--- config.mk ---
export PLATFORM = sky130hd
export DESIGN_NAME = instr_fetch_unit_flat
export DESIGN_NICKNAME = d
export VERILOG_FILES = /design/src/rtl/instr_fetch_unit_pkg.sv /design/src/rtl/instr_fetch_unit_if.sv /design/src/rtl/instr_fetch_unit.sv /design/src/flat_wrapper.sv
export SDC_FILE = /design/constraint.sdc
export NUM_CORES = 1
export LEC_CHECK = 0
export ABC_AREA = 1
export BUFFER_PORTS_ARGS = -buffer_cell sky130_fd_sc_hd__buf_2
export CELL_PAD_IN_SITES_DETAIL_PLACEMENT = 0
export CELL_PAD_IN_SITES_GLOBAL_PLACEMENT = 1
export CORE_MARGIN = 5
export CORE_UTILIZATION = 35
export CTS_CLUSTER_DIAMETER = 60
export DETAILED_ROUTE_END_ITERATION = 8
export PLACE_DENSITY_LB_ADDON = 0.15
export SLEW_MARGIN = 40
export SYNTH_ARGS = -nofsm -noshare
export SYNTH_HDL_FRONTEND = slang
export SYNTH_SLANG_ARGS = --single-unit
--- constraint.sdc ---
create_clock -name clk -period 2.2 [get_ports clk]
set_input_delay 0.22 -clock clk [delete_from_list [all_inputs] [get_ports clk]]
set_output_delay 0.22 -clock clk [all_outputs]
set_load 0.02 [all_outputs]
--- src/rtl/instr_fetch_unit_pkg.sv ---
// instr_fetch_unit_pkg: shared fetch-stage state encodings and the NOP constant
package instr_fetch_unit_pkg;
  typedef enum logic [1:0] {
    FETCH_IDLE  = 2'd0,
    FETCH_WAIT  = 2'd1,
    FETCH_DRAIN = 2'd2
  } fetch_state_e;
  localparam logic [31:0] NOP_INSTR = 32'h0000_0013;
endpackage

--- src/rtl/instr_fetch_unit_if.sv ---
// instr_fetch_unit_if: instruction-memory read handshake between fetch unit and memory
interface instr_fetch_unit_if;
  logic        mem_valid;
  logic [31:0] mem_addr;
  logic        mem_ready;
  logic [31:0] mem_rdata;
  modport master(output mem_valid, mem_addr, input mem_ready, mem_rdata);
  modport slave(input mem_valid, mem_addr, output mem_ready, mem_rdata);
endinterface

--- src/rtl/instr_fetch_unit.sv ---
// instr_fetch_unit: multicycle fetch FSM + instruction register; FETCH_MISALIGN_TRAP_EN adds fetch_misaligned trap
module instr_fetch_unit
  import instr_fetch_unit_pkg::*;
#(
  parameter logic [31:0] RESET_INSTR = NOP_INSTR,
  parameter logic [31:0] RESET_PC    = 32'h0000_0000
) (
  input  logic               clk,
  input  logic               reset,
  input  logic               fetch_req,
  input  logic [31:0]        pc,
  input  logic               flush,
  instr_fetch_unit_if.master mem,
  output logic [31:0]        instr,
  output logic [31:0]        oldpc,
  output logic               instr_valid,
  output logic               busy
`ifdef FETCH_MISALIGN_TRAP_EN
  ,
  output logic               fetch_misaligned
`endif
);
  fetch_state_e state_q, state_d;
  logic [31:0] pc_q;
  logic start, done, load, drop;
`ifdef FETCH_MISALIGN_TRAP_EN
  logic misaligned;
`endif
  // next-state and per-cycle decisions; a flushed transaction still completes on the bus
  always_comb begin
`ifdef FETCH_MISALIGN_TRAP_EN
    misaligned = state_q == FETCH_IDLE && fetch_req && pc[1:0] != 2'b00;
    start      = state_q == FETCH_IDLE && fetch_req && !misaligned;
`else
    start      = state_q == FETCH_IDLE && fetch_req;
`endif
    done    = state_q != FETCH_IDLE && mem.mem_ready;
    load    = state_q == FETCH_WAIT && mem.mem_ready && !flush;
    drop    = (state_q == FETCH_IDLE && flush) || (done && !load);
    state_d = start ? FETCH_WAIT :
              done ? FETCH_IDLE :
              (state_q == FETCH_WAIT && flush) ? FETCH_DRAIN : state_q;
  end
  // state register
  always_ff @(posedge clk) begin
    if (reset) state_q <= FETCH_IDLE;
    else state_q <= state_d;
  end
  // request, instruction register and status outputs
  always_ff @(posedge clk) begin
    if (reset) begin
      mem.mem_valid <= 1'b0;
      mem.mem_addr  <= '0;
      pc_q          <= RESET_PC;
      instr         <= RESET_INSTR;
      oldpc         <= RESET_PC;
      instr_valid   <= 1'b0;
      busy          <= 1'b0;
`ifdef FETCH_MISALIGN_TRAP_EN
      fetch_misaligned <= 1'b0;
`endif
    end else begin
      mem.mem_valid <= state_d != FETCH_IDLE;
      busy          <= state_d != FETCH_IDLE;
      mem.mem_addr  <= start ? {pc[31:2], 2'b00} : mem.mem_addr;
      pc_q          <= start ? pc : pc_q;
      instr         <= load ? mem.mem_rdata : drop ? RESET_INSTR : instr;
      instr_valid   <= load;
`ifdef FETCH_MISALIGN_TRAP_EN
      oldpc            <= load ? pc_q : misaligned ? pc : oldpc;
      fetch_misaligned <= misaligned;
`else
      oldpc         <= load ? pc_q : oldpc;
`endif
    end
  end
endmodule

--- src/flat_wrapper.sv ---
// flat-port wrapper written by rule: the top's interface ports become plain ports
module instr_fetch_unit_flat import instr_fetch_unit_pkg::*;
#(
  parameter logic [31:0] RESET_INSTR = NOP_INSTR,
  parameter logic [31:0] RESET_PC    = 32'h0000_0000
)
  (clk, reset, fetch_req, pc, flush, instr, oldpc, instr_valid, busy, mem_mem_valid, mem_mem_addr, mem_mem_ready, mem_mem_rdata);
  instr_fetch_unit_if mem_i ();
  input  logic clk;
  input  logic reset;
  input  logic fetch_req;
  input  logic [31:0] pc;
  input  logic flush;
  output logic [31:0] instr;
  output logic [31:0] oldpc;
  output logic instr_valid;
  output logic busy;
  output wire logic [$bits(mem_i.mem_valid)-1:0] mem_mem_valid;
  output wire logic [$bits(mem_i.mem_addr)-1:0] mem_mem_addr;
  input wire logic [$bits(mem_i.mem_ready)-1:0] mem_mem_ready;
  input wire logic [$bits(mem_i.mem_rdata)-1:0] mem_mem_rdata;
  assign mem_mem_valid = mem_i.mem_valid;
  assign mem_mem_addr = mem_i.mem_addr;
  assign mem_i.mem_ready = mem_mem_ready;
  assign mem_i.mem_rdata = mem_mem_rdata;
  instr_fetch_unit #(.RESET_INSTR(RESET_INSTR), .RESET_PC(RESET_PC)) u_core (.clk(clk), .reset(reset), .fetch_req(fetch_req), .pc(pc), .flush(flush), .mem(mem_i), .instr(instr), .oldpc(oldpc), .instr_valid(instr_valid), .busy(busy));
endmodule
Word level (Yosys, flattened, before mapping). Index checks and enable logic that the tools add are counted.

Register bits: 130. Bits of input ports: 69.

Multiplexer cells: 5. Equality and inequality tests: 1. Reductions and logical operators: 14.

Operator list (number): 32-bit two-way mux (2); 1-bit logical AND (7); 2-bit two-way mux (3); 2-bit nonzero test (3); 2-bit by 1-bit == test with 1-bit output, second input constant (1); 1-bit zero test (2); 2-bit zero test (1); 1-bit logical OR (1).

Longest topological paths before layout. Gate-level depths: netlist (run 1).

Word-level depth: 8. Mapped depth: 7. Depth with buffers taken out: 7.

Worst setup path after synthesis (run 1). Ideal clock, no wire load.

Kind: flip-flop to flip-flop. Start point: register u_core.state_q[0]. End point: register u_core.oldpc[10]. Data required time: 2.084 ns. Period minus slack after synthesis: 1.112 ns. Path slack: 1.088 ns. Cell stages (with the launch flop): 7. Arrival time: 0.996 ns. Path buffers: 1. Setup time: 0.116 ns. Path through: dfxtp_1 -> inv_2 -> nor2_4 -> nand2_2 -> buf_2 -> o21ai_0 -> nor2_1.

Word-level cells in the longest chain between the ends: 3.

RTL lines: start, declared (line instr_fetch_unit.sv:23) `fetch_state_e state_q, state_d;`; start signal, assigned (line instr_fetch_unit.sv:47) `else state_q <= state_d;`; 2-bit by 1-bit == test with 1-bit output (line instr_fetch_unit.sv:38) `load = state_q == FETCH_WAIT && mem.mem_ready && !flush;`; 1-bit logical AND (2 in series) (line instr_fetch_unit.sv:38); end signal, assigned (line instr_fetch_unit.sv:73) `oldpc <= load ? pc_q : oldpc;`; end, declared (line instr_fetch_unit.sv:15) `output logic [31:0] oldpc,`.

No other way between the ends. A chain may end at the register's enable or synchronous reset.

Worst setup path in the final report (run 1).
Start point: register u_core.state_q[1]. End point: register u_core.instr[9].

Word-level cells in the longest chain between the ends: 7. Elaborated cells on any way between the ends: 12.

RTL lines: 2-bit by 1-bit == test with 1-bit output (line instr_fetch_unit.sv:38); 1-bit logical AND (2 in series) (line instr_fetch_unit.sv:38); 1-bit zero test (line instr_fetch_unit.sv:39) `drop = (state_q == FETCH_IDLE && flush) || (done && !load);`; 1-bit logical AND (line instr_fetch_unit.sv:39); 1-bit logical OR (line instr_fetch_unit.sv:39); 2-bit nonzero test (no source line); end signal, assigned (line instr_fetch_unit.sv:67) `instr <= load ? mem.mem_rdata : drop ? RESET_INSTR : instr;`; end, declared (line instr_fetch_unit.sv:14) `output logic [31:0] instr,`.

Parallel ways exist; a longest one is shown, timed or not.

==> flow_summary.ini, run 1 <==
[timing]
relSlewSlack = 0.655
tightest_slew_ns = 0.517
tns_ns = 0
max_freq_mhz = 639
setup_viol = 0
min_period_ns = 1.56
rsz0062_at_grt = false
fin_worst_skew_ns = 0.0118
timing.final.hold_violations = 0
timing.final.crit_share = 0.711
drv_slew = 0

[cells_and_area]
syn_to_final_growth_pct = 22.2
antenna_cells = 0
finalNonFillerCells = 751
nFillCells = 1160
fin_util = 0.436
postLayoutCellArea_um2 = 4720
drive_gt1_frac = 0.324
nNetsFinal = 675

[clock_tree]
cts_setup_buffers = 0
cts.clk_slew.worst_paths_ns = 0.10
worstSkewPairLatency_ns = 0.36
htreeDepth = 3
cts_num_sinks = 100
max-clock-path-buffers = 2
cts-hold-fix-buffers = 0
cts_buffers = 9
cts_resized = 0
cts_root_buf = clkbuf_8
cts_tree = done

[route]
drt-initial-drc-count = 228
viasPerCell = 4.64
firstDrtPassIters = 5
num_vias = 3486
routed_wl_mm = 10.5
ant_nets = 0
wire_per_inst_um = 13.9
drcViolationCount = 0

[setup_path]
rrSetupSlack_ns = 0.64
cp_max_fo = 20
cp_slowest_stage_delay_ns = 0.44
crit_path_cell_trace = nor2_2 -> nand2_1 -> buf_4 -> nand3_1 -> a21oi_1
cp.required_ns = 2.48
critPathKind = flip-flop to flip-flop
cpMaxStageDelayCell = dfxtp_1
critPathLaunchType = flip-flop
worst_setup_path_end_kind = flip-flop
worstRegToRegCells = 5
worstPathArrival_ns = 1.85

[die]
ios = 168
core_area_um2 = 10800
die_x_um = 115
start_util = 0.357
rows = 38
die_h_um = 115
design.die.area_um2 = 13300

[synthesis]
yosys.area.top_type = dfxtp_1
synth.cell_area_um2 = 3870
synth_cell_type_count = 21
avgSynthCellArea_um2 = 7.94
syn_inst = 487
synth_warnings = 0
seq_area_frac_synth = 0.518
synth_area_leaders = dfxtp_1 (52%), nor2_1 (13%), nand3_1 (8.4%)
synth_top_area_frac = 0.518
synth.ff_latch_count = 100

[hold_path]
hold_depth = 3
hold_class = primary input to flip-flop

[pwr]
peakVddDrop_mv = 0.269
power_density_nw_per_um2 = 798
p_leak_nw = 2.20

[placement]
io_buffers = 165
routabilityCongestion = 0.720
dpl-instance-area_um2 = 4520
dp.cells = 735
dpl.hpwl_mm = 7.30

[global_route]
grt_max_degree = 39
grt_pass1_wl_mm = 16.4
grt_pass1_vias = 3343
track_usage = 0.155
antenna_found_initial = 0
overflow = 0

[outcome]
outcome = finished clean

[run]
drv_cap = 0
## kinds of logic after synthesis
logic type | Yosys count | synth area share
and+or+nand+nor | 216 | 0.239
DFF | 100 | 0.518
AOI/OAI and AO/OA | 94 | 0.122
other | 1 | 0.000970
buffers and inverters | 76 | 0.120
## final timing paths
kind,from,to
hold reg to reg,u_core.oldpc[11],u_core.oldpc[11]
hold / removal,pc[18],u_core.pc_q[18]
setup / recovery,u_core.state_q[1],u_core.instr[9]
setup reg to reg,u_core.state_q[1],u_core.instr[9]
## critical path: cells and delay by family, from the launching register on
family | cells | cell delay (ns)
DFF | 1 | 0.44
and+or+nand+nor | 3 | 0.56
buffers and inverters | 1 | 0.34
AOI/OAI and AO/OA | 1 | 0.14
## routing by layer
metal  vias to the layer above  GRT usage  routed length, µm
met2                       119      0.252               4890
met4                         0     0.0516                115
met3                         9     0.0453                895
li1                       1795          -                  -
met1                      1563      0.197               4560
met5                         -          0                  0
## synth_stat cells
cell type and n:
inv_2 2, nand2_4 1, nor2_4 1, nand2_1 12, nor2_2 2, nand2_2 1, o21ai_1 20, nand3_1 65
a21oi_1 30, nor2_1 131, buf_6 3, nand3b_1 3, buf_4 36, clkinv_2 1, conb_1 1, dfxtp_1 100
inv_1 6, o21ai_0 44, clkbuf_1 11, clkbuf_2 1, buf_2 16
## layout by cell type (no fill, tap or decap)
cell type / netlist / routed
buf_2: 16 / 165
nor2_1: 131 / 131
dfxtp_1: 100 / 100
nand3_1: 65 / 65
o21ai_0: 44 / 44
a21oi_1: 30 / 30
o21ai_1: 20 / 20
nand2_1: 12 / 12
clkbuf_8: 0 / 10
buf_4: 36 / 8
inv_1: 6 / 5
inv_2: 2 / 3
nand3b_1: 3 / 3
clkinvlp_4: 0 / 3
nor2_2: 2 / 2
conb_1: 1 / 2
nor2_4: 1 / 1
nand2_2: 1 / 1
clkinv_2: 1 / 1
nand2_4: 1 / 1
bufinv_16: 0 / 1
clkbuf_1: 11 / 1
clkinv_4: 0 / 1
buf_12: 0 / 1
## state kept, by name (all words and copies together) (netlist names)
name	flops
u_core.pc_q	31
u_core.oldpc	32
u_core.instr	32
u_core.mem.mem_addr	1
u_core.state_q	2
u_core.mem.mem_valid	1
u_core.instr_valid	1
## report_power, final
group / internal [mW] / total, mW / switching, mW
Sequential: 1.91 / 1.97 / 0.0628
Combinational: 0.206 / 0.597 / 0.391
Clock: 0.560 / 1.20 / 0.641
## metrics by stage
step / setup slack, ns / total power [mW] / hold slack (ns)
finish: 0.635 / 3.77 / 0.0962
global route: 0.465 / 3.98 / 0.0921
CTS: 0.644 / 3.82 / 0.0805
detailed placement: 0.654 / 2.62 / 0.465
global placement: 0.672 / 2.62 / 0.458
floorplan: 1.09 / 2.47 / 0.369
## area by class of cell
| type | count | area [µm²] | area share |
|---|---|---|---|
| Sequential cell | 100 | 2000 | 0.424 |
| Tap cell | 140 | 175 | 0.0371 |
| Inverter | 9 | 35.0 | 0.00742 |
| Timing Repair Buffer | 174 | 906 | 0.192 |
| Multi-Input combinational cell | 312 | 1400 | 0.297 |
| Clock inverter | 5 | 61.3 | 0.0130 |
| Clock buffer | 11 | 141 | 0.0299 |
Power figures use the tool's default switching activity.
==> run 2, diff against run 1 <==
Settings changed: ABC_AREA 1 to 0, CORE_UTILIZATION 35 to 31.
Clock period 2.2 ns to 1.43 ns, I/O delays scaled along.
==> flow_summary.ini, run 2 <==
[outcome]
outcome = finished clean

[global_route]
track_usage = 0.129
use_met3 = 0.0399
grt_use_met2 = 0.188
grt_pass1_wl_mm = 14.7
grt_busiest_layer = met2
met1_usage = 0.173
antenna_found_initial = 0
overflow = 0
grt_max_degree = 40
grt_pass1_vias = 2856

[pwr]
power.net_switching_mw = 1.41
netSwitchingFraction = 0.238
power_density_nw_per_um2 = 1250
p_leak_nw = 2.28
peakVddDrop_mv = 0.692
power_frac_comb = 0.102
seqPwrFrac = 0.493
cell_internal_pwr_mw = 4.54
clockPowerShare = 0.405

[clock_tree]
cts_setup_buffers = 0
cts_buffers = 9
cts_tree = done
cts_num_sinks = 100
htreeDepth = 3
cts.clk_slew.worst_paths_ns = 0.07
cts_root_buf = clkbuf_16
worstSkewPairLatency_ns = 0.33
max-clock-path-buffers = 2

[synthesis]
synth_compound_area_frac = 0.130
syn_inst = 377
synth_warnings = 0
muxShareOfSynthArea = 0.0864
synth_area_leaders = dfxtp_1 (54%), mux2i_1 (8.6%), buf_4 (7.3%)
synth_simple_gate_area_frac = 0.124
synth_cell_type_count = 24
yosys.cell_count.top_type = dfxtp_1
avgSynthCellArea_um2 = 9.84
synth_ff_type = dfxtp_1
synth_edf_count = 0
synth_adder_area_share = 0
synth_top_area_frac = 0.540
synth_top_family_by_area = compound AO/OA/AOI/OAI gates
synth_common_cells = dfxtp_1 (100), nand2_1 (64), buf_4 (36)
yosys.area.top_type = dfxtp_1
synth.cell_area_um2 = 3710
seq_area_frac_synth = 0.540
synth_xor_area_frac = 0
async_reset_ff_frac = 0
synth.ff_latch_count = 100

[hold_path]
hold_class = primary input to flip-flop

[placement]
dpl.hpwl_mm = 6.58
io_buffers = 165
routabilityCongestion = 0.727

[route]
ant_nets = 0
num_vias = 2928
drt-initial-drc-count = 120
viasPerCell = 4.44
firstDrtPassIters = 4
wire_per_inst_um = 14.1
routed_wl_mm = 9.34
drcViolationCount = 0

[timing]
max_freq_mhz = 754
timing.final.hold_violations = 0
rsz0062_at_grt = false
setup_viol = 0
fin_worst_skew_ns = 0.00824
min_period_ns = 1.33
tns_ns = 0
timing.final.crit_share = 0.927
drv_slew = 0

[die]
core_area_um2 = 11900
design.die.area_um2 = 14300
die_x_um = 119
start_util = 0.313
rows = 40
ios = 168
die_h_um = 119

[run]
drv_cap = 0

[cells_and_area]
top_regs = u_core.instr (32), u_core.oldpc (32), u_core.pc_q (31)
antenna_cells = 0
fin_util = 0.403
mostFrequentLayoutCell = buf_2
mostFrequentLayoutCells = buf_2 (165), dfxtp_1 (99), nand2_1 (64), nor2_1 (35), a21oi_1 (34)
nNetsFinal = 577
drive_gt1_frac = 0.386
syn_to_final_growth_pct = 28.8

[setup_path]
cp_max_fo = 17
cp.required_ns = 1.64
critPathLaunchType = flip-flop
worstPathArrival_ns = 1.54
worst_setup_path_end_kind = flip-flop
critPathKind = flip-flop to flip-flop
## run 2: changes by cell type after synthesis, moves of 29 or more
cell     change
nor2_1      -96
o21ai_0     -44
nand2_1     +52
a22o_1      +29
mux2i_1     +32
nand3_1     -65
## run 2: cell families (layout without fill, tap and decap cells)
kind of cell,after synthesis,count (layout)
buffers and inverters,64,199
other,1,2
AOI/OAI and AO/OA,69,69
DFF,100,100
and+or+nand+nor,111,111
muxes,32,32
## run 2: power by group through the flow
stage	sequential [mW]	clock (mW)	combinational (mW)
after global routing	2.95	2.62	0.665
after floorplan	3.01	0	0.431
after detailed placement	3.00	0	0.612
final	2.93	2.41	0.607
after CTS	2.93	2.50	0.618
after global placement	3.00	0	0.609
## run 2: per-stage QoR
| stage | cells | hold slack, ns | setup slack, ns | area, µm² | power [mW] |
|---|---|---|---|---|---|
| floorplan | 378 | 0.232 | 0.189 | 3710 | 3.44 |
| global placement | 642 | 0.355 | 0.120 | 4460 | 3.60 |
| detailed placement | 642 | 0.356 | 0.104 | 4460 | 3.61 |
| CTS | 660 | 0.00403 | 0.0891 | 4780 | 6.05 |
| global route | 660 | 0.0116 | 0.00364 | 4780 | 6.23 |
| finish | 660 | 0.0180 | 0.104 | 4780 | 5.95 |
## run 2: repair_timing
action	4_1_cts	5_1_grt
gates resized for setup	0	1
setup endpoints to repair	0	19
hold buffers	2	0
hold endpoints to repair	2	0
## run 2: area by class of cell
type | instances | area (µm²)
sequential | 100 | 2000
fill | 1210 | 7080
clock inverter | 4 | 48.8
tap | 147 | 184
timing repair buffer | 180 | 1010
clock buffer | 12 | 246
multi-input combinational | 214 | 1280
inverter | 3 | 11.3
## run 2: critical path, cell delays in order (launching register included)
cell     delay, ns
dfxtp_1       0.39
nor3b_4       0.33
buf_12        0.22
mux2i_1       0.20
nor2_1        0.05
## run 2: path summary, 6_finish.rpt
path	startpoint	to	cells past startpoint	slack, ns
max reg2reg	u_core.state_q[0]	u_core.pc_q[10]	4	0.10
min	mem_mem_rdata[22]	u_core.instr[22]	2	0.02
max	u_core.state_q[0]	u_core.pc_q[10]	4	0.10
min reg2reg	u_core.instr[1]	u_core.instr[1]	2	0.44
## run 2: layer usage
layer  routed length [µm]  vias to the layer above
met3                  759                       11
met2                 3940                      110
met1                 4460                     1322
li1                     -                     1485
met5                    0                        -
met4                  173                        0
